[src/rtl/uart_tx_sched_pkg.sv]
// uart_tx_sched_pkg: shared state encodings, widths, defaults and one-hot helper for the UART scheduler
package uart_tx_sched_pkg;
  localparam int BYTE_W = 8;
  localparam int SCHED_STATE_W = 2;
  localparam int TIMEOUT_DEF = 4096;
  typedef enum logic [SCHED_STATE_W-1:0] {
    UART_SCHED_IDLE     = 2'd0,
    UART_SCHED_START    = 2'd1,
    UART_SCHED_WAIT_END = 2'd2
  } sched_state_t;
  function automatic logic [2:0] oh2idx(input logic [7:0] oh);
    oh2idx = '0;
    for (int i = 0; i < 8; i++) if (oh[i]) oh2idx = 3'(i);
  endfunction
endpackage

[src/rtl/uart_tx_sched_rr_pick.sv]
// uart_tx_sched_rr_pick: combinational round-robin priority encoder scanning upward from last_grant+1
module uart_tx_sched_rr_pick #(
  parameter int N = 2,
  parameter int IW = 1
) (
  input  logic [N-1:0]  valid,
  input  logic [IW-1:0] last_grant,
  output logic [N-1:0]  win,
  output logic          any
);
  always_comb begin
    logic [IW-1:0] j;
    logic found;
    win = '0;
    found = 1'b0;
    j = '0;
    for (int k = 1; k <= N; k++) begin
      j = IW'((int'(last_grant) + k) % N);
      if (valid[j] && !found) begin
        win[j] = 1'b1;
        found = 1'b1;
      end
    end
    any = |valid;
  end
endmodule

[src/rtl/uart_tx_sched.sv]
// uart_tx_sched: round-robin scheduler sharing one UART transmitter among NREQ requesters, with watchdog
module uart_tx_sched
  import uart_tx_sched_pkg::*;
#(
  parameter int NREQ = 2,
  parameter int TIMEOUT = TIMEOUT_DEF,
  parameter int CNT_W = 12
) (
  input  logic                     clk,
  input  logic                     reset,
  input  logic [NREQ-1:0]          req_valid,
  input  logic [NREQ*BYTE_W-1:0]   req_data,
  output logic [NREQ-1:0]          req_ready,
  output logic [NREQ-1:0]          req_done,
  output logic [NREQ-1:0]          grant,
  output logic                     tx_start,
  output logic [BYTE_W-1:0]        tx_data,
  input  logic                     tx_busy,
  input  logic                     tx_end,
  output logic                     sched_busy,
  output logic                     timeout_err
);
  localparam int IW = NREQ > 1 ? $clog2(NREQ) : 1;
  sched_state_t state_q, state_d;
  logic [NREQ-1:0] grant_q, grant_d, ready_q, ready_d, done_q, done_d, win;
  logic [IW-1:0] last_q, last_d;
  logic [CNT_W-1:0] wd_q, wd_d;
  logic [BYTE_W-1:0] tx_data_q, tx_data_d, pick_data;
  logic tx_start_q, tx_start_d, err_q, err_d, busy_q, busy_d, any;
  uart_tx_sched_rr_pick #(.N(NREQ), .IW(IW)) u_pick (
    .valid(req_valid), .last_grant(last_q), .win(win), .any(any)
  );
  always_comb begin
    pick_data = '0;
    for (int i = 0; i < NREQ; i++) if (win[i]) pick_data = req_data[i*BYTE_W +: BYTE_W];
    state_d = state_q;
    grant_d = grant_q;
    last_d = last_q;
    wd_d = wd_q + 1'b1;
    tx_start_d = 1'b0;
    tx_data_d = '0;
    ready_d = '0;
    done_d = '0;
    err_d = 1'b0;
    if (state_q == UART_SCHED_IDLE) begin
      wd_d = '0;
      if (any && !tx_busy) begin
        state_d = UART_SCHED_START;
        grant_d = win;
        tx_start_d = 1'b1;
        tx_data_d = pick_data;
        ready_d = win;
      end
    end else if (state_q == UART_SCHED_START) begin
      state_d = UART_SCHED_WAIT_END;
    end else if (tx_end || wd_q == CNT_W'(TIMEOUT - 1)) begin
      state_d = UART_SCHED_IDLE;
      grant_d = '0;
      last_d = IW'(oh2idx(8'(grant_q)));
      done_d = tx_end ? grant_q : '0;
      err_d = !tx_end;
    end
    busy_d = state_d != UART_SCHED_IDLE;
  end
  always_ff @(posedge clk) begin
    if (reset) begin
      state_q <= UART_SCHED_IDLE;
      grant_q <= '0;
      last_q <= IW'(NREQ - 1);
      wd_q <= '0;
      tx_start_q <= 1'b0;
      tx_data_q <= '0;
      ready_q <= '0;
      done_q <= '0;
      err_q <= 1'b0;
      busy_q <= 1'b0;
    end else begin
      state_q <= state_d;
      grant_q <= grant_d;
      last_q <= last_d;
      wd_q <= wd_d;
      tx_start_q <= tx_start_d;
      tx_data_q <= tx_data_d;
      ready_q <= ready_d;
      done_q <= done_d;
      err_q <= err_d;
      busy_q <= busy_d;
    end
  end
  assign req_ready = ready_q;
  assign req_done = done_q;
  assign grant = grant_q;
  assign tx_start = tx_start_q;
  assign tx_data = tx_data_q;
  assign sched_busy = busy_q;
  assign timeout_err = err_q;
endmodule

[config.mk]
export PLATFORM = sky130hd
export DESIGN_NAME = uart_tx_sched
export DESIGN_NICKNAME = d
export VERILOG_FILES = /design/src/rtl/uart_tx_sched_pkg.sv /design/src/rtl/uart_tx_sched_rr_pick.sv /design/src/rtl/uart_tx_sched.sv
export SDC_FILE = /design/constraint.sdc
export NUM_CORES = 1
export LEC_CHECK = 0
export CORE_UTILIZATION = 45
export DETAILED_ROUTE_END_ITERATION = 8
export GPL_TIMING_DRIVEN = 0
export PLACE_DENSITY = 0.88
export SYNTH_ARGS = -nofsm -noshare
export SYNTH_HDL_FRONTEND = slang
export SYNTH_SLANG_ARGS = --single-unit
export TNS_END_PERCENT = 5
[constraint.sdc]
create_clock -name clk -period 2.85 [get_ports clk]
set_input_delay 0.285 -clock clk [delete_from_list [all_inputs] [get_ports clk]]
set_output_delay 0.285 -clock clk [all_outputs]
set_load 0.05 [all_outputs]
Yosys cells after proc, flatten, opt, wreduce, memory -nomap -nowiden
Cells that the tools add are included.
{"block": "totals", "input_bits": 22, "word_cells": 69, "regBits": 32}
{"block": "classes", "add_sub_neg": 3, "reduce_logical": 19, "n_eq_ne": 4, "n_lt_le_gt_ge": 4, "bitwise": 6, "mux": 23}
{"operator": "2-to-1 mux 2 bit", "count": 10}
{"operator": "2-to-1 mux 8 bit", "count": 2}
{"operator": "adder 12 x 1 -> 12 bit (second input constant)", "count": 1}
{"operator": "equality test 12 bit (second input constant)", "count": 1}
{"operator": "2-to-1 mux 1 bit", "count": 9}
{"operator": "AND reduction 3 bit", "count": 2}
{"operator": "OR reduction 2 bit", "count": 3}
{"operator": "NOT 1 bit", "count": 5}
{"operator": "OR reduction 5 bit", "count": 1}
{"operator": "logical AND 1 bit", "count": 4}
{"operator": "less-than comparator 1 x 2 -> 1 bit (second input constant)", "count": 2}
{"operator": "nonzero test 2 bit", "count": 2}
{"operator": "OR reduction 4 bit", "count": 1}
{"operator": "zero test 1 bit", "count": 3}
{"operator": "OR reduction 3 bit", "count": 1}
{"operator": "adder 1 bit (second input constant)", "count": 2}
{"operator": "demux 1 bit (select 1 bit)", "count": 2}
{"operator": "equality test 2 x 1 -> 1 bit (second input constant)", "count": 1}
{"operator": "greater-or-equal comparator 1 bit (second input constant)", "count": 2}
{"operator": "zero test 2 bit", "count": 1}
{"operator": "!= test 2 x 1 -> 1 bit (second input constant)", "count": 1}
{"operator": "!= test 2 bit (second input constant)", "count": 1}
{"operator": "bitwise OR 2 bit", "count": 1}
{"operator": "logical OR 1 bit", "count": 1}

Longest topological paths before layout
Gate-level depths: netlist of the first run.
{"block": "logic_depth", "word_depth": 10, "ltp_mapped": 5, "mapped_depth_nobuf": 5}

Modules after synthesis
From an unflattened synthesis of the first run, not the netlist that was laid out.
{"block": "hier_totals", "hier_cells": 114, "hier_area_um2": 1169.9}
{"mod": "uart_tx_sched", "cells_each": 110, "instances": 1, "area_each_um2": 1144.8}
{"mod": "uart_tx_sched_rr_pick", "cells_each": 4, "instances": 1, "area_each_um2": 25.0}

Least setup slack after synthesis of the first run
OpenSTA, ideal clock, no wires.
{"block": "synth_timing", "kind": "reg-to-reg", "from": "register wd_q[0]", "to": "register last_q", "path_stages_with_launch": 6, "setup_slack_ps": 1383, "arrival_ps": 1396, "period_less_slack_ps": 1467, "path_buffers": 0, "path_cell_list": "dfxtp_1 > ha_1 > and4_1 > a41oi_1 > nor2b_1 > mux2i_1"}
{"block": "synth_via", "elab_chain_cells": 3}
{"item": "start, declared", "line": "uart_tx_sched.sv:27", "rtl": "logic [CNT_W-1:0] wd_q, wd_d;"}
{"item": "start signal, assigned", "line": "uart_tx_sched.sv:81", "rtl": "wd_q <= wd_d;"}
{"item": "equality test 12 bit", "line": "uart_tx_sched.sv:56", "rtl": "end else if (tx_end || wd_q == CNT_W'(TIMEOUT - 1)) begin"}
{"item": "logical OR 1 bit", "line": "uart_tx_sched.sv:56"}
{"item": "AND reduction 3 bit (no source line)"}
{"item": "end signal, assigned", "line": "uart_tx_sched.sv:69", "rtl": "last_q <= IW'(NREQ - 1);"}
{"item": "end signal, assigned", "line": "uart_tx_sched.sv:80", "rtl": "last_q <= last_d;"}
{"item": "end, declared", "line": "uart_tx_sched.sv:26", "rtl": "logic [IW-1:0] last_q, last_d;"}
Every way passes these cells.
A chain may end at the register's enable or synchronous reset.

Final worst setup path of the first run
{"block": "layout_timing", "from": "register grant_q[0] (netlist: grant[0])", "to": "output grant[0]"}
{"item": "start, declared", "line": "uart_tx_sched.sv:25", "rtl": "logic [NREQ-1:0] grant_q, grant_d, ready_q, ready_d, done_q, done_d, win;"}
{"item": "start signal, assigned", "line": "uart_tx_sched.sv:79", "rtl": "grant_q <= grant_d;"}
{"item": "end, declared", "line": "uart_tx_sched.sv:15", "rtl": "output logic [NREQ-1:0] grant,"}
No word-level cell between the ends.

==> parameters.txt, run 1 <==
Parameter                              Value

Worst setup path
  Library cell contributing the largest single delay on the critical path    sky130_fd_sc_hd__clkdlybuf4s50_1
  CP required    2570 ps
  Critical path class    reg2out
  Crit path cell chain    clkdlybuf4s50_1
  Maximum fanout along the worst path    3
  Startpoint class of the critical path    flip-flop
  CP Buf/Inv Count    1
  WP data arrival    1560 ps
  Worst setup EP type    primary output
  Kind of cell adding the most delay to the critical path    buffers and inverters
  Slowest cell delay on critical path    840 ps

Synth
  Mean post-synth cell area    10.5 um2
  Number of enable flip-flop cells after synthesis    0
  Mapped cell area    0.00117 mm2
  Most common flop cell mapped by yosys    sky130_fd_sc_hd__dfxtp_1
  Netlist cell types    28
  Async SR Flop Fraction    0%
  Number of standard cells after synthesis    111
  Total of warnings raised by yosys    0
  Post-Syn Nets    134
  Number of register bits inferred by synthesis    32
  Sequential cell area fraction in the yosys report    54.9%

Clock tree
  Clock Path Buffers    2
  Clock slew at reported path FFs    90 ps
  Clock tree from TritonCTS    done
  Clk Latency, worst-skew pair    330 ps
  Clock sinks    32
  Clock root buffer master    sky130_fd_sc_hd__clkbuf_4
  Number of buffers created by CTS    5
  Maximum level of the CTS H-tree    2
  Number of cells upsized or downsized after cts    0
  Buffers inserted during post-CTS setup optimization    0
  # hold bufs at CTS    0

Finish
  Commonest non-fill, non-tap cells in the layout    38 x sky130_fd_sc_hd__clkdlybuf4s50_1, 32 x sky130_fd_sc_hd__dfxtp_1, 15 x sky130_fd_sc_hd__nor2_1
  Combined flip-flop and latch cell area    641 um2
  Ant. Diodes    0
  Leading cell type in the layout, fill and taps excluded    sky130_fd_sc_hd__clkdlybuf4s50_1
  Fraction of layout instances using a drive strength above 1    7.69%
  Count of fill cells added during filler insertion    198
  Total area of multi-input combinational cells    509 um2
  Total number of nets in the final design    179
  Layout area overhead    41.4%
  Finished Core Util    67.2%
  Total non-filler cell area in the finished layout    0.00165 mm2

Detailed routing
  Aggregate routed wire length    2470 um
  Antenna Nets Post-Route    0
  Number of vias per cell    5.21
  Post-route DRC violation count    0
  1st-iter DRT viols    18
  Routed WL per cell    13.3 um
  Total vias in the final route    969
  First drt pass iteration count    3

STA
  Final clock skew    4.16 ps
  Worst slew pin tran    620 ps
  Endpoints failing setup    0
  Ratio of final minimum period to clock period    64.7%
  Post-route minimum period    1840 ps
  Slew HR    58.7%
  Total Negative Setup Slacks    0 ps
  Achievable Freq    542 MHz
  Number of slew-limit violations in the final report    0
  Unrepaired setup endpoints after global routing    false
  Number of failing hold endpoints at the final stage    0

Power
  Share of total power in sequential cells    54.0%
  Sw Pwr    0.000215 W
  Clock share of power    32.7%
  Pwr Density    526 mW/mm2
  Combinational group share of total power    13.3%
  Overall power    0.000868 W
  Cell internal power dissipation    0.000653 W
  Leakage power figure    0.590 nW
  Switching power as a share of total power    24.8%
  IR drop worst, VDD    0.392 mV

Global route
  GR Overflow Total    0
  Number of antenna violations at the first check in global routing    0
  Pin count of the biggest net entering global routing    11
  Vias in the first global route    960
  Wire length of the first global-routing pass    4130 um
  Tot GR Track Use    21.4%

Die
  Number of I/O pins    39
  Effective utilization at floorplan    47.5%
  Row count    18
  Die ar.    0.00280 mm2
  Core Footprint    0.00245 mm2
  Width of the die    52.9 um
  Die Y-Extent    52.9 um

Place
  Final Wtd Congestion    0.731
  Area post-placement    0.00158 mm2
  Count of buffers from port buffering    38
  Post-DP HPWL    1760 um

Job
  Number of max-capacitance violations reported    0

Run status
  Status    complete, no violations

Min path
  Path class of the lowest-slack min-delay path    reg2reg
final cells by class:
type                       count  share of cell area, %
buffer                         2                  0.531
timing repair buffer          38                   23.1
clock buffer                   7                   3.95
tap                           30                   2.28
inverter                       2                  0.455
sequential                    32                   38.8
multi-input combinational     75                   30.9
path summary, 6_finish.rpt:
path / startpoint / slack (ps) / end / cells past startpoint
worst max-delay path: grant[0] / 1010 / grant[0] / 1
worst min-delay path: wd_q[0] / 480 / wd_q[0] / 1
worst max register to register: wd_q[0] / 1140 / last_q / 5
worst min register to register: wd_q[0] / 480 / wd_q[0] / 1
synthesized netlist by cell type (all sizes together), types with 2 or more instances:
library cell	number	area, um2
dfxtp	32	641
nor2	15	56.3
a22o	8	70.1
nand2	6	22.5
nand3	5	25.0
xnor2	5	43.8
and3	4	25.0
xor2	4	35.0
a21oi	3	15.0
nor3	3	25.0
o21ai	3	18.8
o21bai	3	22.5
and4	2	17.5
inv	2	7.51
mux2i	2	20.0
nand3b	2	15.0
nor2b	2	12.5
nor4b	2	17.5
metal layers:
| layer | global-route usage, % | vias to the layer above | share of wire [%] |
|---|---|---|---|
| met1 | 21.6 | 446 | 41 |
| met2 | 35.4 | 38 | 48 |
| met5 | 0 | - | 0 |
| met3 | 10.1 | 4 | 9.7 |
| met4 | 13.2 | 0 | 0.85 |
| li1 | - | 481 | - |
sequential cells by signal, indices dropped and copies added (netlist names):
register	flops
wd_q	12
tx_data	8
grant	2
req_done	2
req_ready	2
state_q	2
last_q	1
sched_busy	1
timeout_err	1
tx_start	1
power by group through the flow:
stage | Sequential [W] | Combinational, W | Clock (W)
after global placement | 0.000478 | 0.000112 | 0
after CTS | 0.000468 | 0.000116 | 0.000290
after floorplan | 0.000509 | 0.0000276 | 0
after global routing | 0.000470 | 0.000122 | 0.000308
after detailed placement | 0.000479 | 0.000115 | 0
final | 0.000469 | 0.000115 | 0.000284
worst register-to-register path: stages (launching register included):
cell,delay [ps]
sky130_fd_sc_hd__dfxtp_1,380
sky130_fd_sc_hd__ha_1,230
sky130_fd_sc_hd__and4_1,320
sky130_fd_sc_hd__a41oi_1,210
sky130_fd_sc_hd__nor2b_1,310
sky130_fd_sc_hd__mux2i_1,210
cells by family after synthesis:
group	Yosys count	synth area share [%]
AOI/OAI and AO/OA	19	13.9
muxes	2	1.72
buffers and inverters	4	1.39
DFF	32	54.9
adders and majority gates	1	1.07
and+or+nand+nor	44	20.2
xor gates and xnor gates	9	6.76
per-stage QoR:
| stage | cells | hold slack, ps | setup slack (ps) |
|---|---|---|---|
| 2_1_floorplan | 111 | 361 | 1380 |
| 3_3_place_gp | 179 | 443 | 975 |
| 3_5_place_dp | 179 | 464 | 921 |
| 4_1_cts | 186 | 485 | 975 |
| 5_1_grt | 186 | 508 | 934 |
| 6_report | 186 | 481 | 1010 |
Power figures use the tool's default switching activity.
==> inputs of run 2 (changes only) <==
- CORE_UTILIZATION: 45 -> 40
- PLACE_DENSITY: 0.88 -> 0.83
- clock period: 2.85 -> 1.65 ns (I/O delays scaled with it)
==> run 2 against run 1 <==
Against the previous run:
- clock skew rose by 8.2 ps
- first-iteration DRC count fell by 33%
- critical path type unchanged
- critical endpoint is now tx_data[3]
- largest power group unchanged
- clock-buffer cell count did not move
==> parameters.txt, run 2 (synthesized netlist as in run 1, its figures left out) <==
Parameter                              Value

Run status
  Status    complete, no violations

Worst setup path
  CP required    1480 ps (-1090 ps)
  Crit path cell chain    clkdlybuf4s50_1
  Kind of cell adding the most delay to the critical path    buffers and inverters
  Worst setup EP type    primary output
  Start point of the critical path    tx_data[3]
  Length in cells of the worst reg-to-reg path    4 (-1)
  Startpoint of the worst register-to-register path    state_q[0]
  Slowest cell delay on critical path    790 ps (-50 ps)
  Library cell contributing the largest single delay on the critical path    sky130_fd_sc_hd__clkdlybuf4s50_1
  WP data arrival    1450 ps (-110 ps)
  CP Buf/Inv Count    1 (unchanged)
  Critical path class    reg2out
  Crit path depth    1 (unchanged)
  Startpoint class of the critical path    flip-flop
  Maximum fanout along the worst path    1 (-2)

Finish
  Total area of multi-input combinational cells    522 um2 (+2.5%)
  Fraction of layout instances using a drive strength above 1    10.8% (+3.1 points)
  Layout area overhead    48.4%
  Total number of nets in the final design    180 (+0.56%)
  Count of fill cells added during filler insertion    221 (+12%)
  Finished Core Util    62.7% (-4.4 points)
  Combined flip-flop and latch cell area    641 um2 (unchanged)
  Reg with most FFs    wd_q
  Flip-flop count of the largest register after layout    12 (unchanged)
  Leading cell type in the layout, fill and taps excluded    sky130_fd_sc_hd__dfxtp_1
  Commonest non-fill, non-tap cells in the layout    32 x sky130_fd_sc_hd__dfxtp_1, 23 x sky130_fd_sc_hd__clkdlybuf4s50_1, 15 x sky130_fd_sc_hd__nor2_1
  Ant. Diodes    0 (unchanged)

Die
  Die Y-Extent    56.0 um (+5.8%)
  Core Footprint    0.00276 mm2 (+12%)
  Width of the die    56.0 um (+5.8%)
  Number of I/O pins    39 (unchanged)
  Row count    19 (+1)
  Effective utilization at floorplan    42.3% (-5.2 points)
  Die ar.    0.00314 mm2 (+12%)

Clock tree
  Clk Latency, worst-skew pair    350 ps (+20 ps)
  Maximum level of the CTS H-tree    2 (unchanged)
  Number of buffers created by CTS    5 (unchanged)
  Clock slew at reported path FFs    100 ps (about the same)
  Clock tree from TritonCTS    done
  Clock Path Buffers    2 (unchanged)
  Clock sinks    32 (unchanged)
  # hold bufs at CTS    0 (unchanged)
  Clock root buffer master    sky130_fd_sc_hd__clkbuf_4

Place
  Dpl ws    -133 ps (-1050 ps)
  Post-DP HPWL    1720 um (-2.0%)
  Final Wtd Congestion    0.762 (+4.2%)
  Count of buffers from port buffering    38 (unchanged)

Global route
  Pin count of the biggest net entering global routing    11 (unchanged)
  Tot GR Track Use    16.6% (-4.8 points)
  Vias in the first global route    961 (+0.10%)
  Number of antenna violations at the first check in global routing    0 (unchanged)
  Wire length of the first global-routing pass    3890 um (-5.7%)
  GR Overflow Total    0 (unchanged)

Min path
  Number of instances on the worst hold path    2 (+1)
  Path class of the lowest-slack min-delay path    in2reg
  Hold Path Origin    req_data[13]

STA
  Number of failing hold endpoints at the final stage    0 (unchanged)
  Post-route minimum period    1610 ps
  Number of slew-limit violations in the final report    0 (unchanged)
  Achievable Freq    620 MHz
  Endpoints failing setup    0 (unchanged)
  Final clock skew    12.4 ps (+8.20 ps)
  Slew HR    58.8% (+0.17 points)
  Total Negative Setup Slacks    0 ps (unchanged)
  Worst setup slack after layout    36.0 ps (-970 ps)
  Worst slew pin tran    614 ps (-5.92 ps)
  Ratio of final minimum period to clock period    97.8%

Power
  Leakage power figure    0.849 nW (+44%)
  Switching power as a share of total power    23.3% (-1.5 points)
  Cell internal power dissipation    0.00129 W (+97%)
  Clock share of power    40.0% (+7.3 points)
  Share of total power in sequential cells    48.1% (-5.9 points)
  Combinational group share of total power    11.9% (-1.4 points)
  Overall power    0.00168 W (+93%)
  Sw Pwr    0.000391 W (+82%)
  IR drop worst, VDD    0.835 mV (+110%)
  Pwr Density    970 mW/mm2 (+84%)

Detailed routing
  Aggregate routed wire length    2580 um (+4.6%)
  Routed WL per cell    13.6 um (+2.9%)
  1st-iter DRT viols    12 (-6)
  First drt pass iteration count    4 (+1)
  Total vias in the final route    985 (+1.7%)
  Antenna Nets Post-Route    0 (unchanged)
  Number of vias per cell    5.21 (about the same)
  Post-route DRC violation count    0 (unchanged)

Job
  Number of max-capacitance violations reported    0 (unchanged)
[run 2: path summary, 6_finish.rpt]
kind                              endpoint  slack, ps
worst max-delay path            tx_data[3]         40
worst min-delay path            tx_data[5]        410
worst max register to register  tx_data[3]         60
worst min register to register     wd_q[0]        480
[run 2: power by group through the flow]
stage	clock network [W]	logic (W)	registers [W]
2_1_floorplan	0	0.0000477	0.000880
3_3_place_gp	0	0.000195	0.000825
3_5_place_dp	0	0.000197	0.000826
4_1_cts	0.000680	0.000197	0.000808
5_1_grt	0.000716	0.000208	0.000811
6_report	0.000671	0.000199	0.000808
[run 2: worst reg2reg max path, delay by kind of cell (launching register included)]
kind               cells  cell delay (ps)
and+or+nand+nor        2              760
AOI/OAI and AO/OA      2              420
DFF                    1              360
[run 2: repair_timing]
item                       CTS  global route
resized for setup            4            15
pin swaps                    0             1
setup endpoints to repair    5            21
buffers inserted             0             1
[run 2: final cells by class]
cell class,count,share of cell area (%)
clock inverter,1,1.74
sequential,32,37.0
multi-input combinational,75,30.2
clock buffer,7,3.76
tap,31,2.24
buffer,2,0.506
timing repair buffer,39,24.2
inverter,2,0.434
[run 2: through the flow]
step	cells	hold WS [ps]	cell area, um2
after floorplan	111	241	1170
after global placement	180	443	1590
after detailed placement	180	456	1590
after CTS	188	402	1680
after global routing	189	402	1730
final	189	409	1730
[run 2: per-layer routing]
metal,vias to the layer above,track usage [%],share of wire (%)
met1,463,15.6,37
met4,0,9.76,1.9
met5,-,0,0
met2,33,27.6,53
met3,5,10.0,7.8
li1,484,-,-
